[src/rtl/ex_alu_pkg.sv]
// Purpose: shared types and helpers for the execute-stage ALU (op codes, FSM states).
// Latency: n/a (declarations only).
// Backpressure: n/a.
package ex_alu_pkg;

    localparam int DEF_W   = 32;
    localparam int ALU_OPW = 4;
    localparam int SHW     = $clog2(DEF_W);

    typedef enum logic [ALU_OPW-1:0] {
        OP_ADD  = 4'd0,
        OP_SUB  = 4'd1,
        OP_AND  = 4'd2,
        OP_OR   = 4'd3,
        OP_XOR  = 4'd4,
        OP_SLT  = 4'd5,
        OP_SLTU = 4'd6,
        OP_SLL  = 4'd7,
        OP_SRL  = 4'd8,
        OP_SRA  = 4'd9,
        OP_MUL  = 4'd10
    } alu_op_e;

    typedef enum logic [1:0] {
        IDLE,
        BUSY,
        DONE
    } state_e;

    function automatic logic is_shift(alu_op_e op);
        return (op == OP_SLL) || (op == OP_SRL) || (op == OP_SRA);
    endfunction

    // True when the op needs the iterative datapath (shift by k>0, or MUL).
    function automatic logic is_multicycle(alu_op_e op, logic [SHW-1:0] shamt);
        if (op == OP_MUL) return 1'b1;
        if (is_shift(op)) return (shamt != '0);
        return 1'b0;
    endfunction

endpackage

[src/rtl/ex_alu_seq_if.sv]
// Purpose: operand/op request channel and result channel of the execute ALU.
// Latency: n/a (wires only).
// Backpressure: in_valid/in_ready on the request side, out_valid/out_ready on the result side.
interface ex_alu_seq_if #(
    parameter int W   = 32,
    parameter int OPW = 4
);
    logic           in_valid;
    logic           in_ready;
    logic [W-1:0]   a;
    logic [W-1:0]   b;
    logic [OPW-1:0] alu_op;
    logic           out_valid;
    logic           out_ready;
    logic [W-1:0]   result;
    logic           zero;

    // master: upstream pipeline stage plus writeback consumer
    modport master (
        output in_valid, a, b, alu_op, out_ready,
        input  in_ready, out_valid, result, zero
    );

    // slave: the ALU itself
    modport slave (
        input  in_valid, a, b, alu_op, out_ready,
        output in_ready, out_valid, result, zero
    );
endinterface

[src/rtl/ex_alu_comb.sv]
// Purpose: combinational single-cycle ALU ops (ADD..SLTU); any other code yields 0.
// Latency: 0 cycles (pure combinational).
// Backpressure: none; the caller decides when to sample y_o.
// Ports: a_i/b_i operands, op_i operation, y_o result.
module ex_alu_comb
    import ex_alu_pkg::*;
#(
    parameter int W = DEF_W
) (
    input  logic [W-1:0] a_i,
    input  logic [W-1:0] b_i,
    input  alu_op_e      op_i,
    output logic [W-1:0] y_o
);

    always_comb begin
        y_o = '0;
        case (op_i)
            OP_ADD:  y_o = a_i + b_i;
            OP_SUB:  y_o = a_i - b_i;
            OP_AND:  y_o = a_i & b_i;
            OP_OR:   y_o = a_i | b_i;
            OP_XOR:  y_o = a_i ^ b_i;
            OP_SLT:  y_o = {{(W-1){1'b0}}, ($signed(a_i) < $signed(b_i))};
            OP_SLTU: y_o = {{(W-1){1'b0}}, (a_i < b_i)};
            default: y_o = '0;
        endcase
    end

endmodule

[src/rtl/ex_alu_seq.sv]
// Purpose: execute-stage ALU; 1-cycle logic/arith, serial 1-bit-per-cycle shifts, shift-add MUL.
// Latency: 1 cycle single ops / shift k=0, k cycles for shift k>0, W cycles for MUL.
// Backpressure: in_ready only in IDLE; result held in DONE until out_ready; flush aborts.
// Ports: clk, rst_n (async active-low), flush (sync abort), bus (slave side of ex_alu_seq_if).
module ex_alu_seq
    import ex_alu_pkg::*;
#(
    parameter int W   = DEF_W,
    parameter int OPW = ALU_OPW
) (
    input  logic         clk,
    input  logic         rst_n,
    input  logic         flush,
    ex_alu_seq_if.slave  bus
);

    localparam int SW = $clog2(W);
    localparam int CW = SW + 1;   // counter must hold the value W for MUL

    state_e          state_q;
    alu_op_e         op_q;
    logic            multi_q;
    logic [CW-1:0]   cnt_q;
    logic [W-1:0]    acc_q;       // shift value, or MUL accumulator
    logic [W-1:0]    mcand_q;     // latched A; MUL multiplicand
    logic [W-1:0]    mplier_q;    // latched B; MUL multiplier
    logic [W-1:0]    res_q;
    logic            zero_q;

    alu_op_e         op_in;
    logic [SW-1:0]   shamt_in;
    logic [CW-1:0]   cnt_load;
    logic [W-1:0]    comb_y;
    logic [W-1:0]    acc_d;
    logic [W-1:0]    res_d;

    assign op_in    = alu_op_e'(bus.alu_op);
    assign shamt_in = bus.b[SW-1:0];

    // Every op spends at least one cycle in BUSY so the result is always
    // computed from latched operands and lands one edge after accept at the earliest.
    always_comb begin
        cnt_load = CW'(1);
        if (op_in == OP_MUL)
            cnt_load = CW'(W);
        else if (is_multicycle(op_in, shamt_in))
            cnt_load = CW'(shamt_in);
    end

    ex_alu_comb #(.W(W)) u_comb (
        .a_i  (mcand_q),
        .b_i  (mplier_q),
        .op_i (op_q),
        .y_o  (comb_y)
    );

    // One iteration of the serial datapath.
    always_comb begin
        acc_d = acc_q;
        case (op_q)
            OP_SLL:  acc_d = {acc_q[W-2:0], 1'b0};
            OP_SRL:  acc_d = {1'b0, acc_q[W-1:1]};
            OP_SRA:  acc_d = {acc_q[W-1], acc_q[W-1:1]};
            OP_MUL:  acc_d = mplier_q[0] ? (acc_q + mcand_q) : acc_q;
            default: acc_d = acc_q;
        endcase
    end

    // A zero-amount shift passes A through untouched.
    always_comb begin
        res_d = comb_y;
        if (multi_q)
            res_d = acc_d;
        else if (is_shift(op_q))
            res_d = acc_q;
    end

    always_ff @(posedge clk or negedge rst_n) begin
        if (!rst_n) begin
            state_q  <= IDLE;
            op_q     <= OP_ADD;
            multi_q  <= 1'b0;
            cnt_q    <= '0;
            acc_q    <= '0;
            mcand_q  <= '0;
            mplier_q <= '0;
            res_q    <= '0;
            zero_q   <= 1'b0;
        end else if (flush) begin
            state_q <= IDLE;
        end else begin
            case (state_q)
                IDLE: begin
                    if (bus.in_valid) begin
                        op_q     <= op_in;
                        multi_q  <= is_multicycle(op_in, shamt_in);
                        acc_q    <= (op_in == OP_MUL) ? '0 : bus.a;
                        mcand_q  <= bus.a;
                        mplier_q <= bus.b;
                        cnt_q    <= cnt_load;
                        state_q  <= BUSY;
                    end
                end
                BUSY: begin
                    cnt_q <= cnt_q - CW'(1);
                    if (multi_q) begin
                        acc_q <= acc_d;
                        if (op_q == OP_MUL) begin
                            mcand_q  <= {mcand_q[W-2:0], 1'b0};
                            mplier_q <= {1'b0, mplier_q[W-1:1]};
                        end
                    end
                    if (cnt_q == CW'(1)) begin
                        res_q   <= res_d;
                        zero_q  <= (res_d == '0);
                        state_q <= DONE;
                    end
                end
                DONE: begin
                    if (bus.out_ready)
                        state_q <= IDLE;
                end
                default: state_q <= IDLE;
            endcase
        end
    end

    assign bus.in_ready  = (state_q == IDLE);
    assign bus.out_valid = (state_q == DONE);
    assign bus.result    = res_q;
    assign bus.zero      = zero_q;

endmodule

[src/flat_wrapper.sv]
// flat-port wrapper written by rule: the top's interface ports become plain ports
module ex_alu_seq_flat import ex_alu_pkg::*;
#(
    parameter int W   = DEF_W,
    parameter int OPW = ALU_OPW
)
  (clk, rst_n, flush, bus_in_valid, bus_a, bus_b, bus_alu_op, bus_out_ready, bus_in_ready, bus_out_valid, bus_result, bus_zero);
  ex_alu_seq_if #(.W(W), .OPW(OPW)) bus_i ();
  input  logic clk;
  input  logic rst_n;
  input  logic flush;
  input wire logic [$bits(bus_i.in_valid)-1:0] bus_in_valid;
  input wire logic [$bits(bus_i.a)-1:0] bus_a;
  input wire logic [$bits(bus_i.b)-1:0] bus_b;
  input wire logic [$bits(bus_i.alu_op)-1:0] bus_alu_op;
  input wire logic [$bits(bus_i.out_ready)-1:0] bus_out_ready;
  output wire logic [$bits(bus_i.in_ready)-1:0] bus_in_ready;
  output wire logic [$bits(bus_i.out_valid)-1:0] bus_out_valid;
  output wire logic [$bits(bus_i.result)-1:0] bus_result;
  output wire logic [$bits(bus_i.zero)-1:0] bus_zero;
  assign bus_i.in_valid = bus_in_valid;
  assign bus_i.a = bus_a;
  assign bus_i.b = bus_b;
  assign bus_i.alu_op = bus_alu_op;
  assign bus_i.out_ready = bus_out_ready;
  assign bus_in_ready = bus_i.in_ready;
  assign bus_out_valid = bus_i.out_valid;
  assign bus_result = bus_i.result;
  assign bus_zero = bus_i.zero;
  ex_alu_seq #(.W(W), .OPW(OPW)) u_core (.clk(clk), .rst_n(rst_n), .flush(flush), .bus(bus_i));
endmodule
[config.mk]
export PLATFORM = sky130hd
export DESIGN_NAME = ex_alu_seq_flat
export DESIGN_NICKNAME = d
export VERILOG_FILES = /design/src/rtl/ex_alu_pkg.sv /design/src/rtl/ex_alu_seq_if.sv /design/src/rtl/ex_alu_comb.sv /design/src/rtl/ex_alu_seq.sv /design/src/flat_wrapper.sv
export SDC_FILE = /design/constraint.sdc
export NUM_CORES = 1
export LEC_CHECK = 0
export BUFFER_PORTS_ARGS = -buffer_cell sky130_fd_sc_hd__buf_4
export CAP_MARGIN = 0
export CORE_MARGIN = 2
export CORE_UTILIZATION = 51
export DETAILED_ROUTE_END_ITERATION = 6
export PLACE_DENSITY = 0.7
export SLEW_MARGIN = 20
export SYNTH_ARGS = -nofsm -noshare
export SYNTH_HDL_FRONTEND = slang
export SYNTH_SLANG_ARGS = --single-unit
[constraint.sdc]
create_clock -name clk -period 3.55 [get_ports clk]
set_input_delay 0.5325 -clock clk [delete_from_list [all_inputs] [get_ports clk]]
set_output_delay 0.5325 -clock clk [all_outputs]
set_load 0.005 [all_outputs]
==> flow_summary.ini <==
[status]
outcome = finished with violations
violations = negative setup slack

[global_route]
grt-ovfl-total = 0
grt_max_degree = 78
grt_antenna_before_repair = 2
grt_usage_pct = 45.6
grt_pass1_vias = 18363
grt_pass1_wl_microns = 109000

[timing]
tns_ns = -0.220
worstMarginPinSlew_ns = 1.14
fin_ws_ns = -0.138
final-hold-violation-count = 0
fin_crit_sh_pct = 104
max_clock_freq_mhz = 271
slew_headroom_pct = 24.0
rsz0062_at_grt = true
fin_skew_ns = 0.0100
slew_viol_final = 0
fin_crit_ns = 3.69
final-setup-viol-count = 2

[synthesis]
synth-main-ff-cell = dfrtp_1
netlist_top_cells_area = dfrtp_1, ha_1, nand2_1
syn_area_per_cell_sq_um = 7.37
seq_area_frac_synth_pct = 22.9
async_reset_ff_share_pct = 100
syn-cell-area_sq_um = 15500
synth.distinct_cells = 106
synthTopCellsByCount = nand2_1, nor2_1, a21oi_1, o21ai_0, dfrtp_1
synth_seq_cells = 142
ys_warn_count = 0
yosysMostFrequentCell = nand2_1
syn-num-nets = 2319
synth_cells = 2107
netlist.area_leader.share_pct = 22.9
netlist.top_cell.by_area = dfrtp_1
synth_edf_count = 0

[floorplan]
coreArea_sq_um = 29800
dieArea_sq_um = 31900
die_y_microns = 179
die_w_microns = 179
initial_core_util_pct = 52.1
pin_count = 108
rows = 63

[cells_and_area]
final_cells = 2858
post-route-util_pct = 68.1
drive_above_1_share_pct = 26.1
layout.nets = 2666
syn2layout_area_growth_pct = 30.7

[power]
p_leak_nw = 9.27
p_comb_share_pct = 79.3
switching_share_pct = 52.9
seq_power_share_pct = 12.2
p_int_mw = 11.3
p_clk_share_pct = 8.5
powerDensity_nw_per_um2 = 1180
irDropWorstVdd_mv = 0.584
p_sw_mw = 12.7

[critical_path]
cp-end-kind = flip-flop
crit_chain = buf_4, ha_2, fa_2, a211oi_4, o31ai_4, o21ai_1, a2111oi_0, a211oi_1, buf_4, nor3_1, a21oi_1, nand4b_1, nor4b_2, nand4_1, o21ai_1
crit_end = u_core.bus.zero
required_ns = 3.94
critPathSlowestCell = dfrtp_1
worstReg2RegEnd = u_core.bus.zero
startpoint = u_core.mcand_q[0]
path_class = flip-flop to flip-flop
reg2reg_slack_ns = -0.14
cp.arrival_ns = 4.08
crit_buf_inv = 2
cp-start-kind = flip-flop
crit_family = compound AO/OA/AOI/OAI gates
crit_cells = 15
ff2ff_path_depth = 15
timing.rr.start = u_core.mcand_q[0]
cp_max_fo = 5
slowest_delay_ns = 0.40

[hold_path]
min_path_type = input pin to asynchronous set/reset pin

[clock_network]
clk_pin_slew_ns = 0.07
numCtsBuffers = 17
cts-root-buf = clkbuf_16
clk-insertion-delay-late_ns = 0.47
cts.sinks = 142
cts_tree = done
cts_buffer_depth = 2
htree_levels = 4

[route]
first_iter_violations = 2484
dr.pass1.iters = 6
drcViolationCount = 0
viasPerCell = 6.73
wl_per_cell_microns = 25.3
drt_wl_total_microns = 72200
vias = 19226
detail-route-antenna-nets = 0

[placed_design]
port_buffers = 107
dpl.hpwl_microns = 55700
place_congestion = 1.04
placedCellCount = 2810

[job]
maxCapViolations = 0
[worst min-delay path by stage]
stage / slack, ns / to / cells after the start / start
4_1_cts: 0.09 / u_core.mplier_q[19] / 1 / rst_n
3_5_place_dp: 0.47 / u_core.bus.result[3] / 1 / u_core.bus.result[3]
2_1_floorplan: 0.24 / u_core.acc_q[0] / 0 / rst_n
5_1_grt: 0.14 / u_core.mplier_q[24] / 1 / rst_n
3_3_place_gp: 0.46 / u_core.bus.result[11] / 2 / u_core.bus.result[11]
6_report: 0.08 / u_core.mplier_q[19] / 1 / rst_n
[final cells by class]
class | instances | area, sq um
antenna | 1 | 2.50
clock buffer | 19 | 453
clock inverter | 13 | 178
fill | 2597 | 9490
inverter | 115 | 432
multi-input combinational | 1703 | 11500
sequential | 142 | 3560
tap | 390 | 488
timing repair buffer | 475 | 3680
[metrics by stage]
| step | total power [mW] | setup slack [ns] | area, sq um | hold WS [ns] |
|---|---|---|---|---|
| 6_report | 24.1 | -0.138 | 20300 | 0.0765 |
| 5_1_grt | 25.3 | -0.195 | 20300 | 0.135 |
| 4_1_cts | 22.9 | 0.0000675 | 20000 | 0.0949 |
| 3_5_place_dp | 20.2 | -0.363 | 19000 | 0.472 |
| 3_3_place_gp | 20.0 | -0.347 | 19000 | 0.463 |
| 2_1_floorplan | 12.4 | 0.224 | 15500 | 0.237 |
[cells by family after synthesis]
family / Yosys count / synth area share [%]
xor gates and xnor gates: 34 / 1.92
muxes: 22 / 1.50
DFF: 142 / 22.9
and+or+nand+nor: 714 / 21.0
adders and majority gates: 139 / 11.3
buffers and inverters: 262 / 6.79
AOI/OAI and AO/OA: 794 / 34.6
[routing by layer]
layer / share of wire (%) / GRT usage, %
met2: 44 / 71.1
met3: 8.9 / 7.97
met1: 37 / 54.8
met4: 10 / 37.7
met5: 0 / 0
[power by group through the flow]
stage          Clock (mW)  Combinational (mW)  Sequential [mW]
6_report             2.04                19.1             2.93
5_1_grt              2.09                20.3             2.98
4_1_cts              2.03                18.0             2.90
3_5_place_dp            0                17.2             2.93
3_3_place_gp            0                17.1             2.88
2_1_floorplan           0                9.49             2.90
[worst reg2reg max path, delay by kind of cell, from the launching register on]
kind | cells | cell delay (ns)
AOI/OAI and AO/OA | 7 | 1.44
DFF | 1 | 0.40
and+or+nand+nor | 4 | 0.81
adders and majority gates | 2 | 0.60
buffers and inverters | 2 | 0.36
[flip-flops by register name, indices dropped and copies added (netlist names)]
signal / flops
u_core.acc_q: 32
u_core.multi_q: 1
u_core.state_q: 2
u_core.cnt_q: 6
u_core.mplier_q: 32
u_core.op_q: 4
u_core.bus.result: 32
u_core.bus.zero: 1
u_core.mcand_q: 32
[cells in the final DEF, fill, tap and decap left out, drive strengths merged, types with 11 or more instances in the layout]
cell type,count
a2111oi,13
a211oi,29
a21o,33
a21oi,165
a221o,15
a221oi,33
a222oi,12
a22o,11
a31oi,109
and2,11
and3,11
buf,475
clkbuf,19
dfrtp,142
ha,136
inv,119
mux2i,12
nand2,303
nand3,37
nand4,19
nor2,212
nor2b,11
nor3,35
nor4,18
o211ai,30
o21a,14
o21ai,177
o22ai,11
o31ai,21
xnor2,23
xor2,11
[what timing repair did]
action / 4_1_cts / 5_1_grt
endpoints found under the hold margin: 0 / 0
setup buffers: 9 / 7
pin swaps: 27 / 39
gates resized for setup: 72 / 47
hold buffers: 0 / 0
endpoints found under the setup margin: 11 / 16
Power figures use the tool's default switching activity.
